`config.mk`:
```
export PLATFORM = sky130hd
export DESIGN_NAME = wb_crossbar_rr
export DESIGN_NICKNAME = d
export VERILOG_FILES = /design/src/rtl/wb_crossbar_rr.sv
export SDC_FILE = /design/constraint.sdc
export NUM_CORES = 1
export LEC_CHECK = 0
export CORE_ASPECT_RATIO = 0.75
export CORE_UTILIZATION = 26
export CTS_CLUSTER_SIZE = 25
export DETAILED_ROUTE_END_ITERATION = 12
export PLACE_DENSITY = 0.84
export SLEW_MARGIN = 10
export SYNTH_ARGS = -nofsm -noshare
export SYNTH_HDL_FRONTEND = slang
export SYNTH_SLANG_ARGS = --single-unit
```
`constraint.sdc`:
```
create_clock -name clk_i -period 2.1 [get_ports clk_i]
set_input_delay 0.21 -clock clk_i [delete_from_list [all_inputs] [get_ports clk_i]]
set_output_delay 0.21 -clock clk_i [all_outputs]
set_load 0.05 [all_outputs]
```
`src/rtl/wb_crossbar_rr.sv`:
```
// Round-robin N-master to M-slave Wishbone classic shared-bus interconnect with registered grant.
// Optional owner watchdog (err pulse on a stalled strobe) is built when WB_CROSSBAR_TIMEOUT_EN is defined.
module wb_crossbar_rr #(
   parameter int unsigned ADDR_WIDTH   = 24,
   parameter int unsigned DATA_WIDTH   = 8,
   parameter int unsigned SEL_WIDTH    = DATA_WIDTH / 8,
   parameter int unsigned MASTER_COUNT = 3,
   parameter int unsigned SLAVE_BITS   = 2,
   parameter int unsigned TIMEOUT      = 15
) (
   input  logic                                 clk_i,
   input  logic                                 rst_i,
   input  logic [MASTER_COUNT-1:0]              wbm_cyc_i,
   input  logic [MASTER_COUNT-1:0]              wbm_stb_i,
   input  logic [MASTER_COUNT*ADDR_WIDTH-1:0]   wbm_adr_i,
   input  logic [MASTER_COUNT-1:0]              wbm_we_i,
   input  logic [MASTER_COUNT*SEL_WIDTH-1:0]    wbm_sel_i,
   input  logic [MASTER_COUNT*DATA_WIDTH-1:0]   wbm_dat_i,
   output logic [MASTER_COUNT-1:0]              wbm_ack_o,
   output logic [MASTER_COUNT-1:0]              wbm_err_o,
   output logic [MASTER_COUNT-1:0]              wbm_rty_o,
   output logic [DATA_WIDTH-1:0]                wbm_dat_o,
   output logic [(1<<SLAVE_BITS)-1:0]           wbs_cyc_o,
   output logic [(1<<SLAVE_BITS)-1:0]           wbs_stb_o,
   output logic [ADDR_WIDTH-SLAVE_BITS-1:0]     wbs_adr_o,
   output logic                                 wbs_we_o,
   output logic [SEL_WIDTH-1:0]                 wbs_sel_o,
   output logic [DATA_WIDTH-1:0]                wbs_dat_o,
   input  logic [(1<<SLAVE_BITS)-1:0]           wbs_ack_i,
   input  logic [(1<<SLAVE_BITS)-1:0]           wbs_err_i,
   input  logic [(1<<SLAVE_BITS)-1:0]           wbs_rty_i,
   input  logic [(1<<SLAVE_BITS)*DATA_WIDTH-1:0] wbs_dat_i
);
   localparam int unsigned SLAVE_COUNT = 1 << SLAVE_BITS;
   localparam int unsigned GW = (MASTER_COUNT > 1) ? $clog2(MASTER_COUNT) : 1;

   typedef enum logic {IDLE, OWNED} state_t;

   state_t               state_q, state_d;
   logic [GW-1:0]        gnt_q, gnt_d, last_q, last_d;
   logic                 owned, own_cyc, own_stb, own_we;
   logic [ADDR_WIDTH-1:0] own_adr;
   logic [SEL_WIDTH-1:0]  own_sel;
   logic [DATA_WIDTH-1:0] own_dat, rsp_dat;
   logic [SLAVE_BITS-1:0] dec;
   logic                 rsp_ack, rsp_err, rsp_rty, tmo;
   logic                 found;

   assign owned = (state_q == OWNED);

   always_comb begin
      own_cyc = 1'b0;
      own_stb = 1'b0;
      own_we  = 1'b0;
      own_adr = '0;
      own_sel = '0;
      own_dat = '0;
      for (int unsigned k = 0; k < MASTER_COUNT; k++) begin
         if (gnt_q == GW'(k)) begin
            own_cyc = wbm_cyc_i[k];
            own_stb = wbm_stb_i[k];
            own_we  = wbm_we_i[k];
            own_adr = wbm_adr_i[k*ADDR_WIDTH +: ADDR_WIDTH];
            own_sel = wbm_sel_i[k*SEL_WIDTH +: SEL_WIDTH];
            own_dat = wbm_dat_i[k*DATA_WIDTH +: DATA_WIDTH];
         end
      end
   end

   assign dec       = own_adr[ADDR_WIDTH-1 -: SLAVE_BITS];
   assign wbs_adr_o = own_adr[ADDR_WIDTH-SLAVE_BITS-1:0];
   assign wbs_we_o  = own_we;
   assign wbs_sel_o = own_sel;
   assign wbs_dat_o = own_dat;
   assign wbm_dat_o = rsp_dat;

   // Only the decoded slave may answer; anything else on the response lines is dropped here.
   always_comb begin
      rsp_ack = 1'b0;
      rsp_err = 1'b0;
      rsp_rty = 1'b0;
      rsp_dat = '0;
      for (int unsigned s = 0; s < SLAVE_COUNT; s++) begin
         if (dec == SLAVE_BITS'(s)) begin
            rsp_ack = wbs_ack_i[s];
            rsp_err = wbs_err_i[s];
            rsp_rty = wbs_rty_i[s];
            rsp_dat = wbs_dat_i[s*DATA_WIDTH +: DATA_WIDTH];
         end
      end
   end

   always_comb begin
      wbs_cyc_o = '0;
      wbs_stb_o = '0;
      wbm_ack_o = '0;
      wbm_err_o = '0;
      wbm_rty_o = '0;
      if (owned) begin
         wbs_cyc_o[dec]   = own_cyc;
         wbs_stb_o[dec]   = own_stb;
         wbm_ack_o[gnt_q] = rsp_ack;
         wbm_err_o[gnt_q] = rsp_err | tmo;
         wbm_rty_o[gnt_q] = rsp_rty;
      end
   end

   always_comb begin
      state_d = state_q;
      gnt_d   = gnt_q;
      last_d  = last_q;
      found   = 1'b0;
      case (state_q)
         IDLE: begin
            if (|wbm_cyc_i) begin
               // Scan offsets 1..N from the last owner so the previous winner is checked last.
               for (int unsigned off = 1; off <= MASTER_COUNT; off++) begin
                  for (int unsigned k = 0; k < MASTER_COUNT; k++) begin
                     if (!found && wbm_cyc_i[k] &&
                         ((32'(last_q) + off) % MASTER_COUNT) == k) begin
                        found  = 1'b1;
                        gnt_d  = GW'(k);
                        last_d = GW'(k);
                     end
                  end
               end
               state_d = OWNED;
            end
         end
         OWNED: begin
            if (!own_cyc) state_d = IDLE;
         end
         default: state_d = IDLE;
      endcase
   end

   always_ff @(posedge clk_i or posedge rst_i) begin
      if (rst_i) begin
         state_q <= IDLE;
         gnt_q   <= '0;
         last_q  <= GW'(MASTER_COUNT - 1);
      end else begin
         state_q <= state_d;
         gnt_q   <= gnt_d;
         last_q  <= last_d;
      end
   end

`ifdef WB_CROSSBAR_TIMEOUT_EN
   localparam int unsigned CW = $clog2(TIMEOUT + 1);
   logic [CW-1:0] cnt_q, cnt_d;
   logic          rsp_any;

   assign rsp_any = rsp_ack | rsp_err | rsp_rty;

   always_comb begin
      tmo   = owned && own_stb && !rsp_any && (cnt_q == CW'(TIMEOUT));
      cnt_d = cnt_q + CW'(1);
      if (!owned || !own_stb || rsp_any || tmo) cnt_d = '0;
   end

   always_ff @(posedge clk_i or posedge rst_i) begin
      if (rst_i) cnt_q <= '0;
      else       cnt_q <= cnt_d;
   end
`else
   assign tmo = 1'b0;
`endif

endmodule
```
# Yosys cells after proc, flatten, opt, wreduce, memory -nomap -nowiden
# Cells that the tools add are included.
# totals
register_bits	5
latch_bits	0
ramBits	0
romBits	0
output_inout_bits	57
wordCells	144
n_memories	0
# classes
add_sub_neg	3
mul	0
n_div	3
order_cmp	4
eq_ne	11
n_shift	0
muxes	79
bitwise_logic	6
n_reduce_logical	35
# ops
cell	n
$eq 32x1->1 const B	3
$eq 32x2->1 const B	3
$logic_not 32->1	3
$mod 32x2->32 const B	3
$mux 24	3
$mux 8	7
$mux 1	52
$logic_and 1x1->1	19
$mux 2	9
$and 3x3->3	3
$mux 3	3
$reduce_bool 9->1	1
$and 4x4->4	2
$logic_not 1->1	8
$mux 4	2
$add 2x2->3 const B	2
$eq 2x2->1 const B	3
$lt 2x3->1 const B	2
$demux 1 s2	2
$eq 2x1->1 const B	2
$ge 2x1->1 const B	2
$logic_not 2->1	2
$add 2x1->3 const B	1
$reduce_and 3->1	1
other kinds (3)	3

# Logic depth before layout (Yosys ltp)
# Gate-level depths: netlist of the first run.
# logic_depth
ltp_word	54
ltp_mapped	8
mapped_depth_nobuf	6

# Worst setup path before layout of the first run
# Ideal clock, no wire load.
# synth_timing
kind	register -> output
from	reg gnt_q[1]
to	out wbm_ack_o[0]
arrival_time_ns	2.289
slack_ns	-0.399
stages_incl_launch_ff	6
path_buffers	1
cell_sequence	dfrtp_1 -> buf_6 -> mux2i_4 -> mux2_2 -> nor2_1 -> a211oi_1
# synth_between
elab_chain_cells	11
word_cells_on_any_way	21
classes_between	order compare (2); eq/ne (5); mux (10); bitwise (1); reduce/logical (3)
# synth_lines
element	line_no	rtl
start: declaration	40	logic [GW-1:0] gnt_q, gnt_d, last_q, last_d;
start signal: assignment	144	gnt_q <= gnt_d;
$logic_not 2->1	59	if (gnt_q == GW'(k)) begin
$mux 24 (3 in series)	59	
$logic_not 2->1	84	if (dec == SLAVE_BITS'(s)) begin
$mux 1 (4 in series)	84	
$and 3x3->3 (no source line) (*)	n/a	
$mux 3 (*)	99	if (owned) begin
end: declaration	19	output logic [MASTER_COUNT-1:0] wbm_ack_o,
# Every way passes the cells marked *; elsewhere a longest branch is shown, timed or not.

# Final worst setup path of the first run
# layout_timing
from	reg gnt_q[1]
to	out wbm_err_o[0]
# layout_between
elab_chain_cells	11
word_cells_on_any_way	21
classes_between	order compare (2); eq/ne (5); mux (10); bitwise (1); reduce/logical (3)
# layout_lines
element	line_no	rtl
$logic_not 2->1	59	
$mux 24 (3 in series)	59	
$logic_not 2->1	84	
$mux 1 (4 in series)	84	
$and 3x3->3 (no source line) (*)	n/a	
$mux 3 (*)	99	
end: declaration	20	output logic [MASTER_COUNT-1:0] wbm_err_o,
# Marks and branches as above.

==> results.md, run 1 <==
- The run finished, with violations left.
- The checks that failed: negative setup slack.
- The die outline height is just under 70 microns.
- sky130_fd_sc_hd__nand2_1 is the most common cell in the netlist.
- The TritonCTS buffer count is 3.
- The number of setup violations in the final report is 5.
- At the end of the flow, the number of nets in the layout was 606.
- The post-route worst hold slack is ~190 ps.
- The worst setup path is launched from a flop.
- Setup repair after global routing could not meet its margin everywhere.
- TritonCTS built the clock tree.
- The internal portion of the total power is 3.56 mW.
- In this run the remaining antenna-violating nets after routing total 0.
- The share of synthesized area in the top cell type comes to 24.0%.
- The leading register cell type out of synthesis is sky130_fd_sc_hd__dfrtp_1.
- Summing every instance area after synthesis gives 0.00158 sq mm.
- In this run the standard cell core region covers 0.00586 sq mm.
- The number of warnings issued by yosys is 0.
- The fraction of the cycle the final worst path needs is 102%.
- The final-report max-slew violation count is 0.
- The die area is around 0.0064 sq mm.
- The overall die width is 92.1 microns.
- The layout filler cell count is 345.
- In this run the power density over the cells is about 1500 mW/mm^2.
- Summed over all nets, the switching power comes to 3.94 mW.
- After detailed routing, the average wire length per cell comes to 16.9 microns.
- Input and output buffers added on the ports amount to 210.
- The gate count after technology mapping is 235.
- Relative to the synthesized area, the layout overhead comes to 208%.
- On the critical path, the stage with the largest delay is an instance of sky130_fd_sc_hd__dfrtp_4.
- The number of hold buffers added after cts is 0.
- The met3 demand-to-capacity share in global routing is ~6.4%.
- Per report_power, the sequential group accounts for 3.1% of the total.
- Once routing completed, OpenROAD measured the worst setup slack at -41.0 ps.
- For this run, global-route usage on met2 was measured as 51.5%.
- Across the VDD grid, the largest voltage drop is about 1.1 mV.
- In this run, the clock network consumes 2.3% of the power.
- Entering global routing, the biggest net connects 52 pins.
- The worst hold path belongs to the class primary input to async pin.
- The longest individual stage delay on the worst path is 470 ps.
- Data on the critical path is required at its endpoint by about 1900 ps.
- At the pin with the least slew margin, the transition time is 334 ps.
- The I/O pin count is approximately 210.
- The total congestion overflow after global routing is 0.
- Along the worst path, the maximum fanout reaches 7.
- For this design the static power due to leakage is 1.84 nW.
- The count of routing violations after the opening detailed-route iteration is 50.
- Global routing used 26.5% of the available tracks across all layers.
- The number of vias after detailed routing is 2723.
- The setup TNS is -102 ps.
- In this run the core area contains 24 standard-cell rows.
- Clock-pin slew was measured on the worst setup and hold paths at around 40 ps.
- In this run the tightest slew margin relative to its limit is between 70% and 80%.
- Sequential elements use 6.40% of the synthesized area.
- The remaining routing DRC violations is 0.
- The area used by sequential logic in the layout is approximately 110 sq um.
- STA classifies the critical path endpoint as a primary output.
- The count of distinct cell types in the synthesized netlist is 28.
- The area of the multi-input gates is 0.00177 sq mm.
- The synthesized netlist net count is 391.
- The half-perimeter wire length after placement is 7.22 mm.
- The first-pass GRT wire length is around 14 mm.
- The number of failing hold endpoints at the final stage came to 0.
- The fraction of final layout cells with drive strength greater than 1 is approximately 35%.
- The clock sink count is 4.
- The starting density of the core is 27.0%.
- The core occupancy in the finished layout is between 80% and 90%.
- Sorting the synthesized cells by how often they occur yields sky130_fd_sc_hd__nand2_1, sky130_fd_sc_hd__mux2i_1, sky130_fd_sc_hd__o22ai_1.
- In this run, synthesis inferred 0 flip-flops with an integrated enable.
- The buffer levels on the longest clock path is 2.
- The number of antenna violations at the first check in global routing is 0.
- The met1 usage in global routing is 28.6%.
- The maximum achievable frequency is 0.467 GHz.
- The routed design has 8.89 mm of wire.
- The number of antenna diodes in the final layout is 0.
- The largest total area in the synthesized netlist belongs to sky130_fd_sc_hd__mux2i_1.
- Data on the critical path arrives at its endpoint at 1930 ps.
- The first-pass iteration count of the detailed router is 4.
- The register bit total from synthesis is 4.
- The number of global-route vias before repair came to 2801.
- Combinational logic burns 94.7% of the power.
- CTS built an H-tree with a depth of 1.
- The clock period minus worst slack is 2140 ps.
- The tool flagged a number of max-cap violations equal to 0.
- At the end of routability-driven placement, the weighted congestion stood at 0.962.
- After global routing, the most crowded layer is met2.
- The proportion of total power due to net switching is 52.5%.
- The vias per cell is ~5.2.
- Sorting the synthesized cells by area gives the leading types as sky130_fd_sc_hd__mux2i_1, sky130_fd_sc_hd__nand2_1, sky130_fd_sc_hd__o22ai_1.
- The cell sitting at the root of the clock tree is a sky130_fd_sc_hd__clkbuf_8.
- The worst setup path is of the flop to primary output kind.
- Of all flip-flops after synthesis, the portion carrying an async set or reset was 100%.
- The signal on the critical path passes through mux2i_4, buf_6, mux2_4, nor2_4, a211oi_4, buf_12.
- The later pin in the worst-skew pair is clocked with a latency of 220 ps.
- The mean post-synth cell area is 6.74 sq um.
- The worst clock skew is 5.57 ps.
-- power by group through the flow --
stage | combinational [mW] | sequential, mW | clock, mW
6_report | 7.09 | 0.230 | 0.171
3_5_place_dp | 6.87 | 0.227 | 0
3_3_place_gp | 6.75 | 0.224 | 0
2_1_floorplan | 3.87 | 0.144 | 0
4_1_cts | 6.99 | 0.230 | 0.171
5_1_grt | 7.37 | 0.241 | 0.178
-- path summary, 6_finish.rpt --
path,start,end,slack (ps),cells past startpoint
max,gnt_q[1],wbm_err_o[0],-40,6
min,rst_i,gnt_q[0],190,2
max reg2reg,gnt_q[0],last_q[1],190,6
min reg2reg,last_q[1],last_q[1],550,2
max in group asynchronous,rst_i,last_q[1],1690,2
min in group clk_i,last_q[1],last_q[1],550,2
-- registers in the layout, summed over array words and instances, names as in the netlist --
register,flops
last_q,1
owned,1
gnt_q,2
-- layout make-up --
cell class,count,share of cell area (%)
Timing Repair Buffer,229,58.1
Multi-Input combinational cell,206,36.2
Sequential cell,4,2.23
Tap cell,78,2.00
Clock buffer,4,0.924
Inverter,6,0.462
-- worst max-delay path, delay by kind of cell (launching register included) --
family,cells,cell delay (ps)
compound gates,1,50
flops,1,470
mux,2,730
buf+inv,2,340
simple gates,1,130
-- timing repair --
| item | 4_1_cts | 5_1_grt |
|---|---|---|
| cloned | 1 | 0 |
| buffers inserted | 1 | 4 |
| pin swaps | 4 | 1 |
| endpoints found under the setup margin | 16 | 24 |
| resized for setup | 20 | 10 |
-- kinds of logic (layout without fill, tap and decap cells) --
family / count (synthesis) / in the layout / share of synthesized area [%]
buffers and inverters: 26 / 239 / 7.91
adders and majority gates: 2 / 2 / 1.58
and+or+nand+nor: 90 / 90 / 23.2
AOI/OAI and AO/OA: 66 / 66 / 26.4
DFF: 4 / 4 / 6.40
muxes: 47 / 48 / 34.5
-- metal layers --
layer	vias to the layer above	part of all wire, %
li1	1301	-
met1	1281	37
met2	123	53
met3	18	7.3
met4	0	2.3
met5	-	0
-- through the flow --
stage,instance area [sq um],worst slack [ps],total power [mW],cells
after floorplan,1860,-387,4.01,235
after global placement,4660,96.3,6.98,517
after detailed placement,4660,40.3,7.10,517
after CTS,4800,-37.5,7.39,523
after global routing,4880,-103,7.79,527
final,4880,-41.0,7.50,527
-- cell usage in the layout (no fill, tap or decap), types with 3 or more instances in the layout --
cell type,count
sky130_fd_sc_hd__a32oi_2,8
sky130_fd_sc_hd__inv_1,6
sky130_fd_sc_hd__nor2b_1,3
sky130_fd_sc_hd__mux4_2,3
sky130_fd_sc_hd__buf_12,58
sky130_fd_sc_hd__mux2i_1,36
sky130_fd_sc_hd__nor2_4,5
sky130_fd_sc_hd__a211oi_2,5
sky130_fd_sc_hd__o21ai_0,7
sky130_fd_sc_hd__nor3_4,3
sky130_fd_sc_hd__buf_4,16
sky130_fd_sc_hd__nand2_1,60
sky130_fd_sc_hd__clkbuf_8,3
sky130_fd_sc_hd__mux2_4,5
sky130_fd_sc_hd__clkdlybuf4s50_1,153
sky130_fd_sc_hd__o22ai_2,29
sky130_fd_sc_hd__o21ai_1,3
sky130_fd_sc_hd__a21oi_1,10
sky130_fd_sc_hd__nor2_2,5
sky130_fd_sc_hd__nand3_1,3
No activity file was read; power rests on OpenSTA's default activity.
==> run 2, diff against run 1 <==
--- a/config.mk
+++ b/config.mk
@@ -5,11 +5,13 @@
 export SDC_FILE = /design/constraint.sdc
 export NUM_CORES = 1
 export LEC_CHECK = 0
+export ABC_CLOCK_PERIOD_IN_PS = 2100
 export CORE_ASPECT_RATIO = 0.75
 export CORE_UTILIZATION = 26
 export CTS_CLUSTER_SIZE = 25
 export DETAILED_ROUTE_END_ITERATION = 12
 export PLACE_DENSITY = 0.84
+export SKIP_LAST_GASP = 1
 export SLEW_MARGIN = 10
 export SYNTH_ARGS = -nofsm -noshare
 export SYNTH_HDL_FRONTEND = slang
==> run 2 against run 1 <==
  * The run still ends with negative setup slack left
  * Combinational power barely moved
  * Flip-flop and latch count did not move
  * Non-clock buffer count did not move
  * First-iteration DRC count rose by 30%
  * Highest routed layer unchanged
==> results.md, run 2 (synthesized netlist as in run 1, its figures left out) <==
- The number of antenna cells inserted is 0 (unchanged).
- The maximum VDD drop is 1.09 mV (+0.24%).
- The routability congestion estimate is 0.962 (unchanged).
- The element type at the critical path start is a flop.
- The area used by sequential logic in the layout is 109 sq um (unchanged).
- The buffer levels on the longest clock path is 2 (unchanged).
- The proportion of total power due to net switching is 52.5% (about the same).
- The post-route worst hold slack is 200 ps (+14.2 ps).
- The core footprint was 0.00586 sq mm (unchanged).
- The vias per cell is 5.22 (+1.0%).
- The starting density of the core is 27.0% (unchanged).
- The TritonCTS buffer count is 3 (unchanged).
- The actual transition at the worst max-transition pin is 336 ps (+2.32 ps).
- The half-perimeter wire length after placement was 7.22 mm (unchanged).
- The I/O pin count is 211 (unchanged).
- The clock period minus worst slack is 2160 ps (+16.9 ps).
- The portion of total power attributed to the clock network is 2.3% (about the same).
- The endpoint identified for the worst register-to-register timing path is last_q[1].
- The count of buffers from port buffering came to 210 (unchanged).
- The first-pass GRT wire length is 13.7 mm (+0.76%).
- The clock insertion delay at the later pin of the skew report came to 220 ps (about the same).
- The maximum achievable frequency is 0.463 GHz (-0.78%).
- The most common cell after layout, fill and taps aside is sky130_fd_sc_hd__clkdlybuf4s50_1.
- The number of failing hold endpoints at the final stage is 0 (unchanged).
- The first-pass iteration count of the detailed router is 4 (unchanged).
- The number of flip-flops in the largest register is 2 (unchanged).
- The fraction of final layout cells with drive strength greater than 1 was 34.5% (unchanged).
- The worst clock skew is 5.21 ps (-0.368 ps).
- The top cell types in the final layout, fill and taps aside, are sky130_fd_sc_hd__clkdlybuf4s50_1, sky130_fd_sc_hd__nand2_1, sky130_fd_sc_hd__buf_12.
- The flow ran to the end, but the final reports show violations.
- The post-CTS clock slew at the launch and capture registers of the worst setup and hold paths is 40 ps (about the same).
- The worst relative slew slack is 77.1% (-0.16 points).
- The launch point of the worst reg-to-reg path is gnt_q[0].
- The number of cells traversed by the worst register-to-register path came to 6 (unchanged).
- The standard-cell row count is 24 (unchanged).
- The largest driver fanout on the critical path is 7 (unchanged).
- The total wire length after detailed routing was 9.09 mm (+2.3%).
- The total power is 7.49 mW (about the same).
- The worst hold path belongs to the class primary input to async pin.
- The remaining antenna violation count after routing is 0 (unchanged).
- The largest net degree at the start of global routing was 52 (unchanged).
- The mean routed wirelength per cell is 17.3 microns (+2.3%).
- The number of setup violations in the final report is 7 (+2).
- The register containing the most flip-flops in the final layout is gnt_q.
- The buffering stage count on the worst path with inverters included was 2 (unchanged).
- The die outline height is 69.6 microns (unchanged).
- The overall track demand over capacity in global routing is 26.8% (+0.33 points).
- The data arrival time of the critical path is 1950 ps (+20 ps).
- The number of vias after detailed routing is 2751 (+1.0%).
- The clock sink count is 4 (unchanged).
- The sequential group share of total power is 3.1% (about the same).
- The area of the multi-input gates was 0.00176 sq mm (-0.35%).
- The critical path's top delay family is multiplexers.
- The internal cell power was 3.56 mW (about the same).
- CTS placed an instance of sky130_fd_sc_hd__clkbuf_8 at the clock tree root.
- The combinational power share is 94.6% (about the same).
- The leakage component of the power is 1.84 nW (-0.18%).
- The element type at the critical path end is a primary output.
- The signal on the critical path passes through mux2i_4, buf_6, mux2_4, nor2_4, a211oi_2, buf_12.
- The layout filler cell count is 353 (+2.3%).
- The setup slack after layout is -58.0 ps (-16.9 ps).
- The number of H-tree branching levels is 1 (unchanged).
- The fraction of the cycle the final worst path needs was 103% (+0.81 points).
- The overall die width was 92.1 microns (unchanged).
- Among all stages on the critical path, the largest delay is contributed by sky130_fd_sc_hd__dfrtp_4.
- The longest individual stage delay on the worst path is 470 ps (about the same).
- The power per standard cell area is 1540 mW/mm^2 (about the same).
- The net load switching power is 3.94 mW (about the same).
- The slack of the worst reg-to-reg path is 180 ps (about the same).
- Relative to the synthesized area, the layout overhead comes to 208%.
- The die area was 0.00641 sq mm (unchanged).
- Setup repair after global routing could not meet its margin everywhere.
- The remaining routing DRC violations is 0 (unchanged).
- The total congestion overflow after global routing came to 0 (unchanged).
- TritonCTS built the clock tree.
- The number of global-route vias before repair came to 2836 (+1.2%).
- The number of max-cap violations came to 0 (unchanged).
- The count of routing violations after the opening detailed-route iteration is 65 (+30%).
- The setup slack after placement is 40.3 ps (unchanged).
- The worst setup path category is flop to primary output.
- The number of antenna violations at the first check in global routing is 0 (unchanged).
- The final-report max-slew violation count was 0 (unchanged).
- The required time reported for the critical path endpoint is 1890 ps (about the same).
- The net count reported at finish is 606 (unchanged).
- The checks that failed: negative setup slack.
[run 2: power groups by stage]
| stage | sequential (mW) | combinational [mW] | clock [mW] |
|---|---|---|---|
| after floorplan | 0.144 | 3.87 | 0 |
| after global placement | 0.224 | 6.75 | 0 |
| after detailed placement | 0.227 | 6.87 | 0 |
| after CTS | 0.230 | 6.99 | 0.171 |
| after global routing | 0.240 | 7.37 | 0.178 |
| final | 0.232 | 7.09 | 0.171 |
[run 2: final cells by class]
type / instances / share of cell area, %
Timing Repair Buffer: 229 / 58.2
Multi-Input combinational cell: 206 / 36.2
Sequential cell: 4 / 2.24
Tap cell: 78 / 2.00
Clock buffer: 4 / 0.925
Inverter: 6 / 0.462
[run 2: repair_timing]
action / in CTS / in global routing
cloned: 1 / 0
setup endpoints to repair: 16 / 24
pin swaps: 4 / 1
gates resized for setup: 19 / 10
buffers inserted: 1 / 4
hold buffers: 0 / 0
[run 2: worst register-to-register path, delay by kind of cell, from the launching register on]
| kind | cells | cell delay (ps) |
|---|---|---|
| flops | 1 | 550 |
| simple gates | 3 | 550 |
| buf+inv | 1 | 300 |
| fa+ha+maj | 1 | 300 |
| compound gates | 1 | 140 |
[run 2: metal layers]
metal | vias up | GRT usage [%] | part of all wire [%]
li1 | 1301 | - | -
met1 | 1292 | 28.0 | 36
met2 | 136 | 52.2 | 54
met3 | 22 | 7.13 | 7.5
met4 | 0 | 7.47 | 2.5
met5 | - | 0 | 0
[run 2: how the worst max path moves through the flow]
stage,startpoint,to,slack (ps),cells after the start
3_5_place_dp,wbm_adr_i[70],wbm_rty_o[2],40,7
4_1_cts,gnt_q[1],wbm_dat_o[5],-40,5
3_3_place_gp,wbm_adr_i[22],wbm_err_o[2],100,7
2_1_floorplan,gnt_q[1],wbm_ack_o[2],-390,5
5_1_grt,gnt_q[1],wbm_rty_o[2],-120,6
6_report,gnt_q[1],wbm_rty_o[2],-60,6
[run 2: stage by stage]
step / setup TNS, ps / instance area, sq um / cells / util [%]
after global routing: -1330 / 4870 / 527 / 83.2
after global placement: 0 / 4660 / 517 / 79.6
after CTS: -288 / 4790 / 523 / 81.9
final: -179 / 4870 / 527 / 83.2
after floorplan: -1160 / 1860 / 235 / -
after detailed placement: 0 / 4660 / 517 / 79.6
